[config.mk]
export PLATFORM = sky130hd
export DESIGN_NAME = opcode_decode_stage
export DESIGN_NICKNAME = d
export VERILOG_FILES = /design/src/rtl/opcode_decode_stage_pkg.sv /design/src/rtl/opcode_decode_stage_classify.sv /design/src/rtl/opcode_decode_stage.sv
export SDC_FILE = /design/constraint.sdc
export NUM_CORES = 1
export LEC_CHECK = 0
export CORE_MARGIN = 5
export CORE_UTILIZATION = 25
export CTS_CLUSTER_DIAMETER = 150
export DETAILED_ROUTE_END_ITERATION = 8
export SLEW_MARGIN = 20
export SYNTH_ARGS = -nofsm -noshare
export SYNTH_HDL_FRONTEND = slang
export SYNTH_SLANG_ARGS = --single-unit
export TNS_END_PERCENT = 10
[constraint.sdc]
create_clock -name clk -period 1.5 [get_ports clk]
set_input_delay 0.225 -clock clk [delete_from_list [all_inputs] [get_ports clk]]
set_output_delay 0.225 -clock clk [all_outputs]
set_load 0.01 [all_outputs]
[src/rtl/opcode_decode_stage_pkg.sv]
// Shared opcode encodings, one-hot opcode class record and the buffered decode entry.
package opcode_type;

   localparam int unsigned ILEN = 32;

   localparam logic [6:0] OPC_LUI      = 7'b0110111;
   localparam logic [6:0] OPC_AUIPC    = 7'b0010111;
   localparam logic [6:0] OPC_JAL      = 7'b1101111;
   localparam logic [6:0] OPC_JALR     = 7'b1100111;
   localparam logic [6:0] OPC_BRANCH   = 7'b1100011;
   localparam logic [6:0] OPC_LOAD     = 7'b0000011;
   localparam logic [6:0] OPC_STORE    = 7'b0100011;
   localparam logic [6:0] OPC_OP_IMM   = 7'b0010011;
   localparam logic [6:0] OPC_OP       = 7'b0110011;
   localparam logic [6:0] OPC_MISC_MEM = 7'b0001111;
   localparam logic [6:0] OPC_SYSTEM   = 7'b1110011;

   localparam logic [6:0] F7_BASE   = 7'b0000000;
   localparam logic [6:0] F7_ALT    = 7'b0100000;
   localparam logic [6:0] F7_MULDIV = 7'b0000001;

   typedef struct packed {
      logic is_lui;
      logic is_auipc;
      logic is_jal;
      logic is_jalr;
      logic is_branch;
      logic is_load;
      logic is_store;
      logic is_imm_arith_type;
      logic is_reg_arith_type;
      logic is_muldiv;
      logic is_fence;
      logic is_system;
   } opcode_t;

   typedef struct packed {
      opcode_t           opcode;
      logic              illegal;
      logic [ILEN-1:0]   instr;
   } dec_entry_t;

endpackage

[src/rtl/opcode_decode_stage_classify.sv]
// Combinational opcode classifier: opcode/funct fields -> one-hot class and illegal flag.
module opcode_classify
   import opcode_type::*;
#(
   parameter bit ENABLE_M      = 1'b1,
   parameter bit ENABLE_SYSTEM = 1'b1
) (
   input  logic [6:0] opc,
   input  logic [2:0] funct3,
   input  logic [6:0] funct7,
   output opcode_t    opcode_c,
   output logic       illegal_c
);

   always_comb begin
      opcode_c = '0;
      // Every listed opcode ends in 2'b11, so compressed forms fall to the default.
      unique case (opc)
         OPC_LUI:      opcode_c.is_lui            = 1'b1;
         OPC_AUIPC:    opcode_c.is_auipc          = 1'b1;
         OPC_JAL:      opcode_c.is_jal            = 1'b1;
         OPC_JALR:     opcode_c.is_jalr           = (funct3 == 3'b000);
         OPC_BRANCH:   opcode_c.is_branch         = 1'b1;
         OPC_LOAD:     opcode_c.is_load           = 1'b1;
         OPC_STORE:    opcode_c.is_store          = 1'b1;
         OPC_OP_IMM:   opcode_c.is_imm_arith_type = 1'b1;
         OPC_OP: begin
            if ((funct7 == F7_BASE) || (funct7 == F7_ALT)) begin
               opcode_c.is_reg_arith_type = 1'b1;
            end else if (funct7 == F7_MULDIV) begin
               opcode_c.is_muldiv = ENABLE_M;
            end
         end
         OPC_MISC_MEM: opcode_c.is_fence          = 1'b1;
         OPC_SYSTEM:   opcode_c.is_system         = ENABLE_SYSTEM;
         default:      opcode_c                   = '0;
      endcase
      illegal_c = (opcode_c == '0);
   end

endmodule

[src/rtl/opcode_decode_stage.sv]
// Registered decode stage: classifies incoming words and holds them in a two-entry
// skid buffer (output register + skid register) behind a registered in_ready.
module opcode_decode_stage
   import opcode_type::*;
#(
   parameter int unsigned XLEN          = 32,
   parameter bit          ENABLE_M      = 1'b1,
   parameter bit          ENABLE_SYSTEM = 1'b1
) (
   input  logic            clk,
   input  logic            rst,
   input  logic            flush,
   input  logic            in_valid,
   output logic            in_ready,
   input  logic [31:0]     in_instr,
   input  logic [XLEN-1:0] in_pc,
   output logic            out_valid,
   input  logic            out_ready,
   output opcode_t         out_opcode,
   output logic            out_illegal,
   output logic [31:0]     out_instr,
   output logic [XLEN-1:0] out_pc
);

   typedef enum logic [1:0] {
      ST_EMPTY = 2'd0,
      ST_ONE   = 2'd1,
      ST_FULL  = 2'd2
   } state_e;

   state_e          state_q, state_d;
   dec_entry_t      out_q, out_d;
   dec_entry_t      skid_q, skid_d;
   logic [XLEN-1:0] out_pc_q, out_pc_d;
   logic [XLEN-1:0] skid_pc_q, skid_pc_d;
   logic            out_valid_q, out_valid_d;
   logic            in_ready_q, in_ready_d;

   opcode_t         cls_opcode_c;
   logic            cls_illegal_c;
   dec_entry_t      in_entry_c;
   logic            accept_c;
   logic            drain_c;

   opcode_classify #(
      .ENABLE_M      (ENABLE_M),
      .ENABLE_SYSTEM (ENABLE_SYSTEM)
   ) u_classify (
      .opc       (in_instr[6:0]),
      .funct3    (in_instr[14:12]),
      .funct7    (in_instr[31:25]),
      .opcode_c  (cls_opcode_c),
      .illegal_c (cls_illegal_c)
   );

   assign in_entry_c = '{opcode: cls_opcode_c, illegal: cls_illegal_c, instr: in_instr};
   assign accept_c   = in_valid && in_ready_q;
   assign drain_c    = out_valid_q && out_ready;

   // Buffer occupancy and data movement.
   always_comb begin
      state_d   = state_q;
      out_d     = out_q;
      out_pc_d  = out_pc_q;
      skid_d    = skid_q;
      skid_pc_d = skid_pc_q;
      if (flush) begin
         state_d = ST_EMPTY;
      end else begin
         unique case (state_q)
            ST_EMPTY: begin
               if (accept_c) begin
                  out_d    = in_entry_c;
                  out_pc_d = in_pc;
                  state_d  = ST_ONE;
               end
            end
            ST_ONE: begin
               if (accept_c && drain_c) begin
                  out_d    = in_entry_c;
                  out_pc_d = in_pc;
               end else if (accept_c) begin
                  skid_d    = in_entry_c;
                  skid_pc_d = in_pc;
                  state_d   = ST_FULL;
               end else if (drain_c) begin
                  state_d = ST_EMPTY;
               end
            end
            ST_FULL: begin
               if (drain_c) begin
                  out_d    = skid_q;
                  out_pc_d = skid_pc_q;
                  state_d  = ST_ONE;
               end
            end
            default: state_d = ST_EMPTY;
         endcase
      end
      out_valid_d = (state_d != ST_EMPTY);
      in_ready_d  = (state_d != ST_FULL);
   end

   always_ff @(posedge clk) begin
      if (!rst) begin
         state_q     <= ST_EMPTY;
         out_q       <= '0;
         out_pc_q    <= '0;
         skid_q      <= '0;
         skid_pc_q   <= '0;
         out_valid_q <= 1'b0;
         in_ready_q  <= 1'b0;
      end else begin
         state_q     <= state_d;
         out_q       <= out_d;
         out_pc_q    <= out_pc_d;
         skid_q      <= skid_d;
         skid_pc_q   <= skid_pc_d;
         out_valid_q <= out_valid_d;
         in_ready_q  <= in_ready_d;
      end
   end

   assign in_ready    = in_ready_q;
   assign out_valid   = out_valid_q;
   assign out_opcode  = out_q.opcode;
   assign out_illegal = out_q.illegal;
   assign out_instr   = out_q.instr;
   assign out_pc      = out_pc_q;

endmodule

==> insert_results.sql <==
INSERT INTO impl_metrics (metric_group, metric, value, unit) VALUES
('status', 'outcome', 'finished, violations left', ''),
('status', 'failed_checks', 'setup timing', ''),
('final_layout', 'layout.filler_cells', '2620', ''),
('clock_tree', 'cts_inserted_buffers', '17', ''),
('timing', 'final_min_period_over_clock_period', '1.12', ''),
('route', 'dr_total_vias', '6261', ''),
('synth', 'syn_area_per_cell', '7.74', 'µm²'),
('synth', 'compound_gate_fraction_of_synth_area', '0.187', ''),
('grt', 'grtUsageTotal', '0.143', ''),
('synth', 'post_synth_instance_area', '0.00635', 'mm²'),
('timing', 'max_slew_vio_count', '0', ''),
('power_and_ir_drop', 'power', '9.70', 'mW'),
('synth', 'post-synth-top-count-cell', 'sky130_fd_sc_hd__nand2_1', ''),
('setup_path', 'cp_data_required_time', '1.80', 'ns'),
('route', 'detail-route-antenna-nets', '0', ''),
('die', 'die_h', '169', 'µm'),
('final_layout', 'util_after_layout', '0.384', ''),
('synth', 'area_share_of_fa_ha_maj_cells_after_synthesis', '0', ''),
('timing', 'max_slew.worst_pin.slew', '0.443', 'ns'),
('synth', 'synth_top_cells_by_count', 'sky130_fd_sc_hd__nand2_1 (292), sky130_fd_sc_hd__dfxtp_1 (158), sky130_fd_sc_hd__nor2_1 (86)', ''),
('synth', 'syn-instance-count', '820', ''),
('power_and_ir_drop', 'ir_worst_vdd', '0.000530', 'V'),
('synth', 'synthXorXnorAreaFrac', '0', ''),
('synth', 'ys_async_sr_fraction', '0', ''),
('timing', 'finalCriticalPeriod', '1.68', 'ns'),
('hold_path', 'min-delay-path-class', 'in -> reg', ''),
('timing', 'final_count_of_negative_setup_slack_endpoints', '154', ''),
('timing', 'holdWs', '0.138', 'ns'),
('die', 'design.die.area', '0.0287', 'mm²'),
('route', 'drt_pass1_iterations', '7', ''),
('clock_tree', 'cts_tree', 'done', ''),
('timing', 'rsz0062_at_grt', 'true', ''),
('synth', 'synth_enable_flop_cells', '0', ''),
('synth', 'synth_area_leaders', 'sky130_fd_sc_hd__dfxtp_1 (50%), sky130_fd_sc_hd__nand2_1 (17%), sky130_fd_sc_hd__a311oi_1 (9.9%), sky130_fd_sc_hd__a21oi_1 (6.5%), sky130_fd_sc_hd__nor2_1 (5.1%)', ''),
('setup_path', 'worst-path-max-fanout', '8', ''),
('synth', 'synth.ff_latch_count', '158', ''),
('route', 'routed_wl', '20.6', 'mm'),
('flow_run', 'max_cap_viols', '0', ''),
('clock_tree', 'clk_pin_slew_worst_paths', '0.06', 'ns'),
('timing', 'timing.final.ws_setup', '-0.183', 'ns'),
('power_and_ir_drop', 'total_leakage_power', '3.78', 'nW'),
('final_layout', 'finalInstanceArea', '0.00965', 'mm²'),
('die', 'core_area', '0.0251', 'mm²'),
('place', 'placement.setup.worst_slack', '-0.582', 'ns'),
('synth', 'synthSimpleGateAreaFrac', '0.266', ''),
('grt', 'grt_start_max_net_pins', '62', ''),
('synth', 'muxShareOfSynthArea', '0', ''),
('grt', 'grt_pass1_vias', '5953', ''),
('clock_tree', 'worst_skew_pair.late_latency', '0.42', 'ns'),
('route', 'drt-wirelength-per-cell', '15.3', 'µm'),
('synth', 'synthDominantCellAreaShare', '0.498', ''),
('synth', 'synth_flop_cell', 'sky130_fd_sc_hd__dfxtp_1', ''),
('clock_tree', 'cts.sinks', '158', ''),
('die', 'die_w', '169', 'µm'),
('setup_path', 'timing.critical_path.from_type', 'flip-flop', ''),
('place', 'placed_cell_area', '0.00874', 'mm²'),
('setup_path', 'cp.arrival', '1.98', 'ns'),
('grt', 'globalRouteOverflowTotal', '0', ''),
('setup_path', 'worstSetupEndpointType', 'flip-flop', ''),
('route', 'via_per_inst', '4.66', ''),
('power_and_ir_drop', 'power_density', '1010', 'mW/mm²'),
('setup_path', 'setup.worst_path.class', 'reg -> reg', ''),
('final_layout', 'finish.net_count', '1071', ''),
('route', 'drt_iter0_markers', '430', ''),
('timing', 'setup_clock_skew_after_layout', '0.00497', 'ns'),
('synth', 'largest_area_contributor_in_the_synthesized_netlist', 'sky130_fd_sc_hd__dfxtp_1', ''),
('die', 'ports_placed_on_the_boundary', '148', ''),
('final_layout', 'layout_overhead_on_the_synthesized_area', '52.0', '%'),
('clock_tree', 'library_cell_used_as_clock_root_buffer', 'sky130_fd_sc_hd__clkbuf_16', ''),
('timing', 'maxClockFrequency', '594', 'MHz'),
('place', 'dpl.hpwl', '13.3', 'mm');
cells by family after synthesis:
kind of cell	count (synthesis)
AO/OA/AOI/OAI	173
flip-flops	158
buffers and inverters	72
AND/OR/NAND/NOR	417
metal layers:
| layer | vias up | track usage | part of all wire |
|---|---|---|---|
| li1 | 3160 | - | - |
| met1 | 2942 | 0.184 | 0.45 |
| met2 | 138 | 0.242 | 0.49 |
| met3 | 21 | 0.0291 | 0.043 |
| met4 | 0 | 0.0427 | 0.015 |
| met5 | - | 0 | 0 |
power by group:
part           internal (mW)  total, mW  switching [mW]  leakage [nW]
Combinational          0.550       1.07           0.516          2.22
Clock                   2.52       4.25            1.73         0.278
Sequential              4.32       4.39          0.0652          1.28
final timing paths:
| check | cells after the start | from | slack [ns] | endpoint |
|---|---|---|---|---|
| worst max-delay path | 6 | state_q[1] | -0.18 | skid_q[16] |
| worst min-delay path | 3 | in_instr[4] | 0.14 | skid_q[4] |
| worst max register to register | 6 | state_q[1] | -0.18 | skid_q[16] |
| worst min register to register | 2 | skid_pc_q[0] | 0.45 | skid_pc_q[0] |
sequential cells by signal, summed over array words and instances, names as in the netlist, 2 cells and up:
signal and cells:
skid_q 45, out_instr 32, out_pc 32, skid_pc_q 32
out_opcode 12, state_q 2
worst max-delay path: stages (launching register included):
cell                        delay [ns]
sky130_fd_sc_hd__dfxtp_2          0.34
sky130_fd_sc_hd__nand3b_1         0.18
sky130_fd_sc_hd__buf_4            0.15
sky130_fd_sc_hd__or3_4            0.45
sky130_fd_sc_hd__bufbuf_16        0.32
sky130_fd_sc_hd__nand2_1          0.06
sky130_fd_sc_hd__a21oi_1          0.06
stage by stage:
stage,setup TNS (ns),cells
2_1_floorplan,-0.877,820
3_3_place_gp,-74.16,1299
3_5_place_dp,-74.54,1299
4_1_cts,-16.43,1342
5_1_grt,-27.11,1344
6_report,-15.45,1344
what timing repair did:
item                       4_1_cts  5_1_grt
setup endpoints to repair      233      154
resized for setup              103       25
gates cloned                     7        0
setup buffers                    5        2
pin swaps                       43       35
cell usage in the layout (no fill, tap or decap), types with 2 or more instances in the layout:
| master | count |
|---|---|
| sky130_fd_sc_hd__buf_4 | 53 |
| sky130_fd_sc_hd__nor3_1 | 3 |
| sky130_fd_sc_hd__dfxtp_2 | 3 |
| sky130_fd_sc_hd__buf_12 | 19 |
| sky130_fd_sc_hd__bufinv_16 | 2 |
| sky130_fd_sc_hd__clkbuf_8 | 2 |
| sky130_fd_sc_hd__nor3_2 | 3 |
| sky130_fd_sc_hd__clkbuf_16 | 17 |
| sky130_fd_sc_hd__dfxtp_1 | 155 |
| sky130_fd_sc_hd__nor3_4 | 2 |
| sky130_fd_sc_hd__nor2_1 | 83 |
| sky130_fd_sc_hd__dlygate4sd2_1 | 81 |
| sky130_fd_sc_hd__nand3b_1 | 4 |
| sky130_fd_sc_hd__a21oi_2 | 7 |
| sky130_fd_sc_hd__dlymetal6s2s_1 | 2 |
| sky130_fd_sc_hd__buf_16 | 5 |
| sky130_fd_sc_hd__o21a_1 | 2 |
| sky130_fd_sc_hd__nand2b_1 | 3 |
| sky130_fd_sc_hd__nor4_1 | 3 |
| sky130_fd_sc_hd__buf_8 | 3 |
| sky130_fd_sc_hd__nand4_1 | 2 |
| sky130_fd_sc_hd__buf_6 | 3 |
| sky130_fd_sc_hd__a21oi_1 | 77 |
| sky130_fd_sc_hd__clkinv_2 | 5 |
| sky130_fd_sc_hd__o21ai_0 | 2 |
| sky130_fd_sc_hd__nor4_2 | 2 |
| sky130_fd_sc_hd__clkdlybuf4s50_1 | 64 |
| sky130_fd_sc_hd__a311oi_1 | 72 |
| sky130_fd_sc_hd__nand2_1 | 285 |
| sky130_fd_sc_hd__bufbuf_16 | 3 |
| sky130_fd_sc_hd__nor2_2 | 3 |
| sky130_fd_sc_hd__nand3_1 | 5 |
| sky130_fd_sc_hd__or4_4 | 3 |
| sky130_fd_sc_hd__nand2_2 | 7 |
| sky130_fd_sc_hd__clkinvlp_4 | 3 |
area by class of cell:
type | instances | area [µm²] | area share
clock buffers | 20 | 457 | 0.0473
clock inverters | 11 | 116 | 0.0121
inverters | 2 | 10.0 | 0.00104
multi-input cells | 590 | 3020 | 0.313
flip-flops and latches | 158 | 3170 | 0.328
well taps | 330 | 413 | 0.0428
repair buffers | 233 | 2470 | 0.256
No activity file was read; power rests on OpenSTA's default activity.
